<file path="config.mk">
export PLATFORM = sky130hd
export DESIGN_NAME = iob_cfg_loader_flat
export DESIGN_NICKNAME = d
export VERILOG_FILES = /design/src/rtl/iob_cfg_loader_pkg.sv /design/src/rtl/iob_cfg_loader_if.sv /design/src/rtl/iob_cfg_loader_sync_det.sv /design/src/rtl/iob_cfg_loader.sv /design/src/flat_wrapper.sv
export SDC_FILE = /design/constraint.sdc
export NUM_CORES = 1
export LEC_CHECK = 0
export CAP_MARGIN = 5
export CORE_MARGIN = 4
export CORE_UTILIZATION = 40
export CTS_CLUSTER_DIAMETER = 60
export DETAILED_ROUTE_END_ITERATION = 7
export HOLD_SLACK_MARGIN = 0.1
export PLACE_DENSITY_LB_ADDON = 0.3
export SLEW_MARGIN = 20
export SYNTH_ARGS = -nofsm -noshare
export SYNTH_HDL_FRONTEND = slang
export SYNTH_HIERARCHICAL = 1
export SYNTH_SLANG_ARGS = --single-unit
</file>
<file path="constraint.sdc">
create_clock -name CFGCLK -period 2.5 [get_ports CFGCLK]
set_clock_uncertainty 0.05 [all_clocks]
set_input_delay 0.375 -clock CFGCLK [delete_from_list [all_inputs] [get_ports CFGCLK]]
set_output_delay 0.375 -clock CFGCLK [all_outputs]
set_load 0.02 [all_outputs]
</file>
<file path="src/rtl/iob_cfg_loader_pkg.sv">
// ============================================================================
// Module : iob_cfg_pkg
// Brief  : Shared states and encodings for the IOB serial configuration loader
// Rev    : 1.0  initial release
// ============================================================================
`default_nettype none

package iob_cfg_pkg;

  typedef enum logic [1:0] {
    HUNT   = 2'd0,
    LOAD   = 2'd1,
    CHECK  = 2'd2,
    COMMIT = 2'd3
  } cfg_state_t;

  localparam int IOB_CFG_BITS = 3;

  // TSMUX[1] set means the pad is driven unconditionally, so TS_ON covers 2'b1x
  localparam logic [1:0] TS_OFF  = 2'b00;
  localparam logic [1:0] TS_CTRL = 2'b01;
  localparam logic [1:0] TS_ON   = 2'b10;

  localparam logic [15:0] SYNC_WORD_DEFAULT = 16'hA5C3;

endpackage

`default_nettype wire

</file>
<file path="src/rtl/iob_cfg_loader_if.sv">
// ============================================================================
// Module : iob_cfg_loader_if
// Brief  : Serial config input and per-IOB configuration outputs of the loader
// Rev    : 1.0  initial release
// ============================================================================
`default_nettype none

interface iob_cfg_loader_if #(
  parameter int NUM_IOB = 8
);
  logic                   CFG_DIN;
  logic                   CFG_VALID;
  logic [2*NUM_IOB-1:0]   TSMUX_BUS;
  logic [NUM_IOB-1:0]     DORREG_BUS;
  logic                   CFG_BUSY;
  logic                   CFG_DONE;
  logic                   CFG_ERR;

  modport master (
    output CFG_DIN, CFG_VALID,
    input  TSMUX_BUS, DORREG_BUS, CFG_BUSY, CFG_DONE, CFG_ERR
  );

  modport slave (
    input  CFG_DIN, CFG_VALID,
    output TSMUX_BUS, DORREG_BUS, CFG_BUSY, CFG_DONE, CFG_ERR
  );
endinterface

`default_nettype wire

</file>
<file path="src/rtl/iob_cfg_loader_sync_det.sv">
// ============================================================================
// Module : iob_cfg_sync_det
// Brief  : Sync-word hunter; shift register plus comparator, 1-cycle hit pulse
// Rev    : 1.0  initial release
// ============================================================================
`default_nettype none

module iob_cfg_sync_det
  import iob_cfg_pkg::*;
#(
  parameter logic [15:0] SYNC_WORD = SYNC_WORD_DEFAULT
) (
  input  wire  clk,
  input  wire  rst,
  input  wire  shift_en,
  input  wire  din,
  output logic hit
);

  // The 16-bit window is the 15 stored bits plus the live input bit
  logic [14:0] shreg_q;
  logic [14:0] shreg_d;
  logic [15:0] window;

  always_comb begin
    window  = {shreg_q, din};
    shreg_d = shreg_q;
    if (shift_en) begin
      shreg_d = window[14:0];
    end
    hit = shift_en && (window == SYNC_WORD);
  end

  always_ff @(posedge clk or posedge rst) begin
    if (rst) begin
      shreg_q <= '0;
    end else begin
      shreg_q <= shreg_d;
    end
  end

endmodule

`default_nettype wire

</file>
<file path="src/rtl/iob_cfg_loader.sv">
// ============================================================================
// Module : iob_cfg_loader
// Brief  : Serial IOB config writer; sync hunt, payload shadow, atomic commit.
//          Optional parity check stage enabled by IOB_CFG_PARITY_EN.
// Rev    : 1.0  initial release
// ============================================================================
`default_nettype none

module iob_cfg_loader
  import iob_cfg_pkg::*;
#(
  parameter int          NUM_IOB   = 8,
  parameter logic [15:0] SYNC_WORD = SYNC_WORD_DEFAULT
) (
  input  wire               CFGCLK,
  input  wire               RST,
  iob_cfg_loader_if.slave   cfg_if
);

  localparam int PAY_W = IOB_CFG_BITS * NUM_IOB;
  localparam int CNT_W = $clog2(PAY_W + 1);
  localparam logic [CNT_W-1:0] LAST_CNT = CNT_W'(PAY_W - 1);

  cfg_state_t           state_q, state_d;
  logic [CNT_W-1:0]     cnt_q, cnt_d;
  logic [PAY_W-1:0]     shadow_q, shadow_d;
  logic [2*NUM_IOB-1:0] tsmux_q, tsmux_d;
  logic [NUM_IOB-1:0]   dorreg_q, dorreg_d;
  logic                 busy_q, busy_d;
  logic                 done_q, done_d;
  logic                 err_q, err_d;

  logic                 sync_hit;
  logic [2*NUM_IOB-1:0] tsmux_map;
  logic [NUM_IOB-1:0]   dorreg_map;

  iob_cfg_sync_det #(.SYNC_WORD(SYNC_WORD)) u_sync_det (
    .clk      (CFGCLK),
    .rst      (RST),
    .shift_en (cfg_if.CFG_VALID && (state_q == HUNT)),
    .din      (cfg_if.CFG_DIN),
    .hit      (sync_hit)
  );

  // IOB0 arrives first, so it ends up in the top bits of the shadow
  for (genvar i = 0; i < NUM_IOB; i++) begin : g_iob
    assign tsmux_map[2*i+1] = shadow_q[PAY_W-1-3*i];
    assign tsmux_map[2*i]   = shadow_q[PAY_W-2-3*i];
    assign dorreg_map[i]    = shadow_q[PAY_W-3-3*i];
  end

  always_comb begin
    state_d  = state_q;
    cnt_d    = cnt_q;
    shadow_d = shadow_q;
    tsmux_d  = tsmux_q;
    dorreg_d = dorreg_q;
    done_d   = done_q;
    err_d    = err_q;
    case (state_q)
      HUNT: begin
        if (sync_hit) begin
          state_d = LOAD;
          cnt_d   = '0;
          done_d  = 1'b0;
          err_d   = 1'b0;
        end
      end
      LOAD: begin
        if (cfg_if.CFG_VALID) begin
          shadow_d = {shadow_q[PAY_W-2:0], cfg_if.CFG_DIN};
          cnt_d    = cnt_q + CNT_W'(1);
          if (cnt_q == LAST_CNT) begin
`ifdef IOB_CFG_PARITY_EN
            state_d = CHECK;
`else
            state_d = COMMIT;
`endif
          end
        end
      end
`ifdef IOB_CFG_PARITY_EN
      CHECK: begin
        if (cfg_if.CFG_VALID) begin
          if (^{shadow_q, cfg_if.CFG_DIN}) begin
            err_d   = 1'b1;
            state_d = HUNT;
          end else begin
            state_d = COMMIT;
          end
        end
      end
`endif
      COMMIT: begin
        tsmux_d  = tsmux_map;
        dorreg_d = dorreg_map;
        done_d   = 1'b1;
        state_d  = HUNT;
      end
      default: state_d = HUNT;
    endcase
    busy_d = (state_d == LOAD) || (state_d == CHECK);
  end

  // Without the parity stage nothing sets err_q, so CFG_ERR stays 0
  always_ff @(posedge CFGCLK or posedge RST) begin
    if (RST) begin
      state_q  <= HUNT;
      cnt_q    <= '0;
      shadow_q <= '0;
      tsmux_q  <= '0;
      dorreg_q <= '0;
      busy_q   <= 1'b0;
      done_q   <= 1'b0;
      err_q    <= 1'b0;
    end else begin
      state_q  <= state_d;
      cnt_q    <= cnt_d;
      shadow_q <= shadow_d;
      tsmux_q  <= tsmux_d;
      dorreg_q <= dorreg_d;
      busy_q   <= busy_d;
      done_q   <= done_d;
      err_q    <= err_d;
    end
  end

  assign cfg_if.TSMUX_BUS  = tsmux_q;
  assign cfg_if.DORREG_BUS = dorreg_q;
  assign cfg_if.CFG_BUSY   = busy_q;
  assign cfg_if.CFG_DONE   = done_q;
  assign cfg_if.CFG_ERR    = err_q;

endmodule

`default_nettype wire

</file>
<file path="src/flat_wrapper.sv">
// flat-port wrapper written by rule: the top's interface ports become plain ports
module iob_cfg_loader_flat import iob_cfg_pkg::*;
#(
  parameter int          NUM_IOB   = 8,
  parameter logic [15:0] SYNC_WORD = SYNC_WORD_DEFAULT
)
  (CFGCLK, RST, cfg_if_CFG_DIN, cfg_if_CFG_VALID, cfg_if_TSMUX_BUS, cfg_if_DORREG_BUS, cfg_if_CFG_BUSY, cfg_if_CFG_DONE, cfg_if_CFG_ERR);
  iob_cfg_loader_if #(.NUM_IOB(NUM_IOB)) cfg_if_i ();
  input  wire CFGCLK;
  input  wire RST;
  input wire logic [$bits(cfg_if_i.CFG_DIN)-1:0] cfg_if_CFG_DIN;
  input wire logic [$bits(cfg_if_i.CFG_VALID)-1:0] cfg_if_CFG_VALID;
  output wire logic [$bits(cfg_if_i.TSMUX_BUS)-1:0] cfg_if_TSMUX_BUS;
  output wire logic [$bits(cfg_if_i.DORREG_BUS)-1:0] cfg_if_DORREG_BUS;
  output wire logic [$bits(cfg_if_i.CFG_BUSY)-1:0] cfg_if_CFG_BUSY;
  output wire logic [$bits(cfg_if_i.CFG_DONE)-1:0] cfg_if_CFG_DONE;
  output wire logic [$bits(cfg_if_i.CFG_ERR)-1:0] cfg_if_CFG_ERR;
  assign cfg_if_i.CFG_DIN = cfg_if_CFG_DIN;
  assign cfg_if_i.CFG_VALID = cfg_if_CFG_VALID;
  assign cfg_if_TSMUX_BUS = cfg_if_i.TSMUX_BUS;
  assign cfg_if_DORREG_BUS = cfg_if_i.DORREG_BUS;
  assign cfg_if_CFG_BUSY = cfg_if_i.CFG_BUSY;
  assign cfg_if_CFG_DONE = cfg_if_i.CFG_DONE;
  assign cfg_if_CFG_ERR = cfg_if_i.CFG_ERR;
  iob_cfg_loader #(.NUM_IOB(NUM_IOB), .SYNC_WORD(SYNC_WORD)) u_core (.CFGCLK(CFGCLK), .RST(RST), .cfg_if(cfg_if_i));
endmodule
</file>
; ---- Word-level counts from Yosys, hierarchy flattened
; Index checks and enable logic that the tools add are counted.
[op_classes]
n_addsub = 1
eq_ne = 8
mux = 9
reduce_logical = 9
[ops]
columns = cell, count
row1 = "== test 16 bit, second input constant", 1
row2 = 2-to-1 mux 5 bit, 2
row3 = case mux 5 bit (2 select lines), 1
row4 = 2-to-1 mux 2 bit, 3
row5 = "adder 5 x 1 -> 5 bit, second input constant", 1
row6 = "== test 5 bit, second input constant", 1
row7 = "== test 2 x 1 -> 1 bit, second input constant", 2
row8 = "== test 2 bit, second input constant", 2
row9 = case mux 2 bit (2 select lines), 1
row10 = AND reduction 2 bit, 2
row11 = nonzero test 2 bit, 2
row12 = AND reduction 3 bit, 1
row13 = logical AND 1 bit, 2
row14 = logical NOT 2 bit, 1
row15 = "!= test 2 x 1 -> 1 bit, second input constant", 1
row16 = "!= test 2 bit, second input constant", 1
row17 = case mux 1 bit (2 select lines), 1
row18 = logical OR 1 bit, 1
row19 = 2-to-1 mux 1 bit, 1
[totals]
ff_bits = 72
inputBits = 4
output_inout_bits = 27
word_cells = 35

; ---- Depth between registers and ports, before layout
[depth]
word_depth = 7
ltp_mapped = 9
depth_no_buf = 7

; ---- Hierarchy
; The synthesis kept the hierarchy.
[by_module_without_submodules]
columns = mod, n_inst, cells_per_inst, area_per_inst_um2, seq_area_each_um2
row1 = iob_cfg_loader, 1, 193, 2294.7, 1426.4
row2 = iob_cfg_sync_det, 1, 39, 625.6, 375.4

; ---- Worst setup path after synthesis
; Ideal clock, no wire load.
[synth_path]
path_type = flip-flop to flip-flop
start = register u_core.state_q[0]
end = register u_core.cnt_q[4]
t_arrival_ns = 1.904
t_required_ns = 2.321
slack_ns = 0.417
path_stages_with_launch = 10
path_buffers = 2
synth_period_minus_slack_ns = 2.083
path_cell_list = dfrtp_1 > buf_4 > nor3b_1 > buf_4 > and4_1 > nand4_1 > nor4b_2 > or3b_1 > o211ai_1 > o31ai_1
[synth_between]
elab_chain_cells = 5
word_cells_on_any_way = 9
cone_classes = 3 x eq/ne / 1 x mux / 5 x reduce/logical
[synth_rtl]
columns = item, line
row1 = "start, declared", iob_cfg_loader.sv:24  ; cfg_state_t state_q, state_d;
row2 = "start signal, assigned", iob_cfg_loader.sv:117  ; state_q <= state_d;
row3 = logical NOT 2 bit, iob_cfg_loader.sv:40  ; .shift_en (cfg_if.CFG_VALID && (state_q == HUNT)),
row4 = logical AND 1 bit, iob_cfg_loader.sv:40
row5 = logical AND 1 bit, iob_cfg_loader_sync_det.sv:31  ; hit = shift_en && (window == SYNC_WORD);
row6 = via u_core.sync_hit, iob_cfg_loader.sv:33  ; logic sync_hit;
row7 = != test 2 x 1 -> 1 bit (no line), -
row8 = AND reduction 3 bit (no line), -
row9 = "end signal, assigned", iob_cfg_loader.sv:118  ; cnt_q <= cnt_d;
row10 = "end, declared", iob_cfg_loader.sv:25  ; logic [CNT_W-1:0] cnt_q, cnt_d;
; The timed path passes the listed nets, and every way through them passes these cells.
; A chain may end at the register's enable or synchronous reset.

; ---- Worst setup path after layout
[layout_path]
start = input cfg_if_CFG_VALID
end = register u_core.cnt_q[4]
[layout_between]
elab_chain_cells = 4
word_cells_on_any_way = 5
cone_classes = 2 x eq/ne / 3 x reduce/logical
[layout_rtl]
columns = item, line
row1 = "start, declared", flat_wrapper.sv:12  ; input wire logic [$bits(cfg_if_i.CFG_VALID)-1:0] cfg_if_CFG_VALID;
row2 = logical AND 1 bit, iob_cfg_loader.sv:40
row3 = logical AND 1 bit, iob_cfg_loader_sync_det.sv:31
row4 = via u_core.sync_hit, iob_cfg_loader.sv:33
row5 = != test 2 x 1 -> 1 bit (no line), -
row6 = AND reduction 3 bit (no line), -
; The timed path passes the listed nets, and every way through them passes these cells.

==> results.md <==
* Status: completed
* Largest net degree at the start of global routing at 33
* Drt first pass iters at 4
* Layout cells sized above 1 at 0.236
* Cell Area, Placed at 3300 µm²
* Data required, critical path at 2.67 ns
* Max clock buf depth at 2
* CP Class: input port to register
* Min-delay worst type: input port to async pin
* IO Pins at 31
* Clk_lat worst skew at 0.35 ns
* PortBufs at 29
* Hpwl dp at 3.17 mm
* Die H at 93.4 µm
* Max_slew headroom at 0.469
* Via-per-instance ratio at 4.74
* Final setup vio count at 0
* # placed instances at 351
* Num CTS Buffers at 9
* Layout Nets at 271
* Chip Width at 93.4 µm
* Routed wire per std cell at 13.1 µm
* Hold WS at 0.410 ns
* Routability Congestion at 0.738
* Register bit total from synthesis at 72
* Maximum capacitance violations at 0
* CTS tree: built
* GRT overflow at 0
* Num rows at 30
* PwrDens at 699 nW/µm²
* Die area at 8730 µm²
* Distinct cells, synth at 32
* Peak supply drop at 0.000455 V
* Final WL at 4.83 mm
* Overall Power at 2.46 mW
* Root Buffer: clkbuf_8
* Slew Limit Fails at 0
* Critical path startpoint category: input port
* Worst Path Arrival at 2.25 ns
* Setup TNS at 0 ns
* Final hold vios at 0
* Clock-pin slew on the worst setup and hold paths at 0.08 ns
* Final Non-Filler Cells at 367
* Vias in the first global route at 1730
* Slew of the pin with the lowest slew margin at 0.794 ns
* RSZ-0062 raised after global routing: false
* Num Clock Sinks at 72
* H-Tree Depth at 3
* Reg area at 1800 µm²
* Post-synth EDFFs at 0
* Core area at 6940 µm²
* Mapped Cells at 232
* Syn_nets at 237
* Most frequent cells in the layout: 75 x nand2_1, 72 x dfrtp_1, 29 x clkdlybuf4s50_1, 20 x mux2_2, 19 x mux2_4
* Register area share after synthesis at 0.617
* Crit path time final at 2.08 ns
* Tcrit/Tclk final at 0.832
* Initial antenna violation count at 0
* First-pass GRT wire length at 8.34 mm
* Post-Layout Inst Area at 3520 µm²
* Drt initial violations at 68
* Syn Area/Cell at 12.6 µm²
* Post-route worst setup slack at 0.421 ns
* ANT nets after route at 0
* CP Max Fanout at 5
* Area grow syn2layout at 20.4%
* Pre-CTS WS at 0.0307 ns
* Count of warnings emitted by yosys at 6
* Post-CTS setup buffers at 0
* Via count at 1739
* Cts hold-fix bufs at 0
* Critical Path End Type: register
* Leakage power at 1.79 nW
* Final core utilization at 0.506
* Drc violations at 0
* Ys flop type: dfrtp_1
* Fmax at 481 MHz
* # fillers at 637
* Post-synth ARST share at 1.00
* Ant. Diodes at 0
* Gates resized, CTS repair at 0
* FF-to-FF path depth at 7
* Effective utilization at floorplan at 0.421
* Syn Std Cell Area at 2920 µm²
* Multi-input logic area at 1020 µm²
* Most common cell after layout, fill and taps aside: nand2_1
* All-Layer GR Usage at 0.124
-- Yosys cell counts, drive strengths merged, types with 2 or more instances --
library cell / number / area share
nand2: 76 / 0.099
dfrtp: 72 / 0.62
mux2: 39 / 0.17
buf: 11 / 0.028
inv: 5 / 0.0064
nor2: 3 / 0.0039
nand3b: 2 / 0.0051
nand4: 2 / 0.0043
nor4b: 2 / 0.010
o21ai: 2 / 0.0034
-- cell type report --
type	instances	area share
clock buffers	11	0.0374
flip-flops and latches	72	0.512
inverters	5	0.00534
well taps	96	0.0342
multi-input cells	144	0.291
clock inverters	5	0.0231
repair buffers	34	0.0968
-- critical path, cell delays in order --
cell             delay, ns
clkdlybuf4s50_1       0.47
nor3b_2               0.18
and4_1                0.19
nand4_1               0.10
nor4b_2               0.26
or3b_1                0.46
o211ai_1              0.11
o31ai_1               0.10
-- kinds of logic (layout without fill, tap and decap cells) --
logic type,after synthesis,in the layout,share of synthesized area
multiplexers,40,40,0.178
flip-flops,72,72,0.617
adder cells (fa/ha/maj),1,1,0.00428
other,1,1,0.00128
XOR/XNOR,1,1,0.00300
AND/OR/NAND/NOR,95,95,0.148
buffers and inverters,16,55,0.0343
AO/OA/AOI/OAI,6,6,0.0141
-- state kept, by name (all words and copies together) (netlist names) --
| signal | cells |
|---|---|
| u_core/state_q | 2 |
| u_core/cfg_if.CFG_DONE | 1 |
| u_core/cfg_if.TSMUX_BUS | 16 |
| u_core/u_sync_det/shreg_q | 15 |
| u_core/cfg_if.CFG_BUSY | 1 |
| u_core/cnt_q | 5 |
| u_core/cfg_if.DORREG_BUS | 8 |
| u_core/shadow_q | 24 |
-- power by group --
part	switching, mW	internal, mW
combinational	0.0554	0.0940
clock	0.422	0.563
sequential	0.0667	1.26
total	0.544	1.91
-- final timing paths --
path	start	end	slack (ns)
max	cfg_if_CFG_VALID	u_core/cnt_q[4]$_DFFE_PP0P_	0.42
min	RST	u_core/cfg_if.DORREG_BUS[6]$_DFFE_PP0P_	0.41
max reg2reg	u_core/state_q[0]$_DFF_PP0_	u_core/cnt_q[4]$_DFFE_PP0P_	0.42
min reg2reg	u_core/shadow_q[23]$_DFFE_PP0P_	u_core/shadow_q[23]$_DFFE_PP0P_	0.43
max in group asynchronous	RST	u_core/state_q[0]$_DFF_PP0_	1.43
min in group CFGCLK	u_core/shadow_q[23]$_DFFE_PP0P_	u_core/shadow_q[23]$_DFFE_PP0P_	0.43
-- per-layer routing --
metal	up-vias	wire length, µm	GRT usage
met5	-	0	0
met4	0	87	0.0733
met3	10	214	0.0354
met2	40	2180	0.176
met1	857	2340	0.168
li1	832	-	-
No activity file was read; power rests on OpenSTA's default activity.
